$ cat src/rtl/surfturf_cmd_framer.sv
// SURF command framer: packs run command, trigger and firmware bytes
// into one 32-bit command word per fixed-length sysclk frame.
module surfturf_cmd_framer #(
    parameter int FRAME_LEN   = 8,
    parameter int RUNCMD_BITS = 2,
    parameter int TRIG_BITS   = 15
) (
    input  logic                   sysclk_i,
    input  logic                   sysclk_rstn_i,
    input  logic                   fw_en_i,
    input  logic [RUNCMD_BITS-1:0] runcmd_tdata,
    input  logic                   runcmd_tvalid,
    output logic                   runcmd_tready,
    input  logic [TRIG_BITS-1:0]   trig_tdata,
    input  logic                   trig_tvalid,
    output logic                   trig_tready,
    input  logic [7:0]             fw_tdata,
    input  logic                   fw_tvalid,
    output logic                   fw_tready,
    output logic [31:0]            cmd_o,
    output logic                   cmd_valid_o,
    output logic [11:0]            fw_count_o
);

    localparam int PW = (FRAME_LEN > 1) ? $clog2(FRAME_LEN) : 1;
    localparam logic [PW-1:0] LAST = PW'(FRAME_LEN - 1);

    logic [PW-1:0] phase_q, phase_d;
    logic [4:0]    seq_q, seq_d;
    logic [31:0]   cmd_q, cmd_d;
    logic          cmd_valid_q, cmd_valid_d;
    logic [11:0]   fw_count_q, fw_count_d;

    logic cap;
    logic rc_xfer;
    logic trig_xfer;
    logic fw_xfer;

    // Gating with reset keeps every tready low while reset is held.
    assign cap           = sysclk_rstn_i && (phase_q == LAST);
    assign runcmd_tready = cap;
    assign trig_tready   = cap;
    assign fw_tready     = cap && fw_en_i;

    assign rc_xfer   = runcmd_tvalid && runcmd_tready;
    assign trig_xfer = trig_tvalid && trig_tready;
    assign fw_xfer   = fw_tvalid && fw_tready;

    always_comb begin
        phase_d     = cap ? '0 : phase_q + PW'(1);
        seq_d       = seq_q;
        cmd_d       = cmd_q;
        cmd_valid_d = cap;
        fw_count_d  = fw_count_q;
        if (cap) begin
            cmd_d = {rc_xfer ? runcmd_tdata : '0,
                     trig_xfer,
                     trig_xfer ? trig_tdata : '0,
                     fw_xfer,
                     fw_xfer ? fw_tdata : 8'h00,
                     seq_q};
            seq_d = seq_q + 5'd1;
        end
        if (fw_xfer) begin
            fw_count_d = fw_count_q + 12'd1;
        end
    end

    always_ff @(posedge sysclk_i) begin
        if (!sysclk_rstn_i) begin
            phase_q     <= '0;
            seq_q       <= '0;
            cmd_q       <= '0;
            cmd_valid_q <= 1'b0;
            fw_count_q  <= '0;
        end else begin
            phase_q     <= phase_d;
            seq_q       <= seq_d;
            cmd_q       <= cmd_d;
            cmd_valid_q <= cmd_valid_d;
            fw_count_q  <= fw_count_d;
        end
    end

    assign cmd_o       = cmd_q;
    assign cmd_valid_o = cmd_valid_q;
    assign fw_count_o  = fw_count_q;

endmodule

$ cat config.mk
export PLATFORM = sky130hd
export DESIGN_NAME = surfturf_cmd_framer
export DESIGN_NICKNAME = d
export VERILOG_FILES = /design/src/rtl/surfturf_cmd_framer.sv
export SDC_FILE = /design/constraint.sdc
export NUM_CORES = 1
export LEC_CHECK = 0
export CORE_UTILIZATION = 43
export CTS_CLUSTER_DIAMETER = 120
export DETAILED_ROUTE_END_ITERATION = 10
export PLACE_DENSITY = 0.85
export SLEW_MARGIN = 0
export SYNTH_ARGS = -nofsm -noshare
export SYNTH_HDL_FRONTEND = slang
export SYNTH_SLANG_ARGS = --single-unit
export TNS_END_PERCENT = 10
$ cat constraint.sdc
create_clock -name sysclk_i -period 1.8 [get_ports sysclk_i]
set_clock_uncertainty 0.1 [all_clocks]
set_input_delay 0.18 -clock sysclk_i [delete_from_list [all_inputs] [get_ports sysclk_i]]
set_output_delay 0.18 -clock sysclk_i [all_outputs]
set_load 0.02 [all_outputs]
==> impl_results.md <==
- P per Cell Area: 713 nW/um2
- Number of pins with negative max-slew slack in the final report: 0
- Worst min-delay path endpoint: phase_q[0]$_SDFF_PP0_
- Highest attainable clock frequency: 569 MHz
- Run status: completed
- Total of flip-flops plus latches after synthesis: 53
- Top FF cell, synth: dfxtp_1
- Final clock period utilization by the worst path: 0.977
- DRC marker count from the first detailed-route iteration: 151
- Area growth from synthesis to final layout: 50.5%
- Synth Area per Inst: 11.0 um2
- Number of nets produced by synthesis: 217
- Post-DP Area: 2820 um2
- Kind of launch point of the worst setup path: flop
- Setup repair after global routing missed its margin: yes
- Worst-path maximum fanout: 4
- Htree depth: 2
- Worst Max-Slew Pin Slew: 353 ps
- Type of element capturing the critical path: primary output
- Clock network latency to the later pin of the worst-skew pair: 300 ps
- Worst-case headroom to the max-slew limit: 0.762
- Final worst-path setup slack: 41.1 ps
- Drt via density: 5.33
- Time the final worst path needs with I/O delays and setup: 1760 ps
- Die Y: 70.1 um
- Total via count after detailed routing: 1711
- Startpoint of the most critical hold path: phase_q[0]$_SDFF_PP0_
- Path depth of the worst reg2reg path: 7
- Slack of the worst reg-to-reg path: 90 ps
- Worst-case clock buffer depth: 2
- CTS Root Cell: clkbuf_8
- Pre-CTS worst setup slack: -76.5 ps
- Total clock buffers created by CTS: 5
- Clock tree sinks: 53
- Overall routing resource usage: 0.188
- Total instance count after detailed placement: 309
- Number of synthesized flops with an enable pin: 0
- Critical Path AT: 1480 ps
- Data required time at the worst endpoint: 1520 ps
- Share of cells above drive strength 1: 0.112
- Final Setup Violations: 0
- Via count of the first global-routing pass: 1537
- Overall routed net length: 4780 um
- Number of ports placed on the die boundary: 79
- Cell depth of the worst min-delay path: 1
- Cell at the slowest stage of the critical path: dfxtp_2
- Class of the most critical hold timing path: reg2reg
- Post-route cell area: 3000 um2
- Final sum of negative setup slack: 0 ps
- Final Net Count: 303
- First-pass DRT Iterations: 4
- Worst hold-check slack: 317 ps
- Leakage power total: 1.13 nW
- Synthesized netlist cell count: 182
- Async set-reset flop share out of synthesis: 0
- Placer congestion estimate: 0.748
- Cell Chain, Critical Path: ha_1 -> ha_2 -> and2_1 -> dlygate4sd2_1
- Core outline area: 4410 um2
- Die Wd: 70.1 um
- Placed wire-length estimate after detailed placement: 3270 um
- Total grt overflow: 0
- Initial antenna violation count: 0
- Per-cell routed wire length: 14.9 um
- Reg2Reg Capture Point: fw_count_o[3]$_SDFFE_PN0P_
- Maximum number of pins on one net before global-route repair: 21
- Summed instance area of the synthesized netlist: 1990 um2
- Clock input transition at the sequential cells of the worst setup and hold paths: 90 ps
- Global-route wire length before repair: 7400 um
- Delay of the slowest critical-path stage: 330 ps
- Category of the critical setup timing path: reg2out
- Sequential share of the synthesized area: 0.532
- Area enclosed by the die boundary: 4910 um2
- Yosys cell types: 34
- Worst reg2reg startpoint: phase_q[0]$_SDFF_PP0_
- Antenna fix cells: 0
- Non-filler cells in the finished layout: 321
- Final Power: 2.14 mW
- Quantity of I/O buffers inserted on ports: 78
- Worst IR drop on VDD: 0.000608 V
- Routed Antenna Nets: 0
- Initial standard-cell utilization of the core: 0.452
- Total number of placement rows: 24
- CTS tree: yes
- Number of synthesis warnings: 0
- DRC errors left: 0
- Number of endpoints with negative hold slack in the final report: 0
- Utilization after layout: 0.680
- Number of max-capacitance violations reported: 0
metal layers:
| layer | routed length, um | up-vias | track usage |
|---|---|---|---|
| met4 | 56 | 0 | 0.0756 |
| met1 | 2090 | 837 | 0.243 |
| met2 | 2490 | 39 | 0.311 |
| met3 | 142 | 5 | 0.0332 |
| li1 | - | 830 | - |
| met5 | 0 | - | 0 |
how the worst max path moves through the flow:
stage,from,endpoint,slack [ps]
6_report,phase_q[0]$_SDFF_PP0_,runcmd_tready,40
3_3_place_gp,sysclk_rstn_i,runcmd_tready,-40
4_1_cts,phase_q[0]$_SDFF_PP0_,runcmd_tready,-9
2_1_floorplan,phase_q[0]$_SDFF_PP0_,trig_tready,40
3_5_place_dp,sysclk_rstn_i,runcmd_tready,-80
5_1_grt,phase_q[0]$_SDFF_PP0_,trig_tready,-20
report_power, final:
part,switching (mW),leakage [nW],internal (mW)
Clock,0.375,0.0585,0.454
Combinational,0.0472,0.647,0.0826
Sequential,0.00310,0.427,1.18
Total,0.425,1.13,1.72
logic make-up (layout without fill, tap and decap cells):
logic type / count (synthesis) / count (layout) / share of synthesized area
compound gates: 37 / 37 / 0.149
mux: 11 / 11 / 0.0552
buf+inv: 16 / 102 / 0.0571
fa+ha+maj: 4 / 4 / 0.0251
simple gates: 56 / 57 / 0.159
xor+xnor: 5 / 5 / 0.0220
flops: 53 / 53 / 0.532
layout make-up:
type	instances	area [um2]
Fill cell	341	1410
Sequential cell	53	1060
Multi-Input combinational cell	114	850
Tap cell	52	65.1
Clock inverter	1	30.0
Clock buffer	7	86.3
Timing Repair Buffer	91	896
Inverter	3	11.3
cell usage after synthesis (all sizes together), types with 4 or more instances:
library cell | number | area share
nor4 | 4 | 0.013
dfxtp | 53 | 0.53
or2b | 4 | 0.015
nand4 | 6 | 0.030
ha | 4 | 0.025
nor2 | 11 | 0.022
buf | 12 | 0.050
mux2i | 11 | 0.055
and2 | 4 | 0.013
nand3 | 5 | 0.013
a21oi | 5 | 0.013
a22o | 23 | 0.10
nand2 | 13 | 0.024
registers in the layout, summed over array words and instances (netlist names):
| name | flops |
|---|---|
| phase_q | 3 |
| fw_count_o | 12 |
| seq_q | 5 |
| cmd_o | 32 |
| cmd_valid_o | 1 |
cells in the final DEF (no fill, tap or decap), drive strengths merged, types with 4 or more instances in the layout:
cell type,instances
mux2i,11
nand2,13
buf,13
nor2,11
nor4,4
nand4,7
or2b,4
clkdlybuf4s50,75
dfxtp,53
and2,4
a21oi,5
a22o,23
clkbuf,7
ha,4
nand3,5
critical path, delay by kind of cell, from the launching register on:
family / cells / cell delay [ps]
adders and majority gates: 2 / 380
buffers and inverters: 1 / 320
DFF: 1 / 330
and+or+nand+nor: 1 / 160
timing repair:
| item | CTS | global route |
|---|---|---|
| resized for setup | 3 | 8 |
| hold buffers | 0 | 0 |
| setup endpoints to repair | 3 | 25 |
| setup buffers | 0 | 3 |
| gates cloned | 0 | 1 |
(Power assumes the default switching activity.)
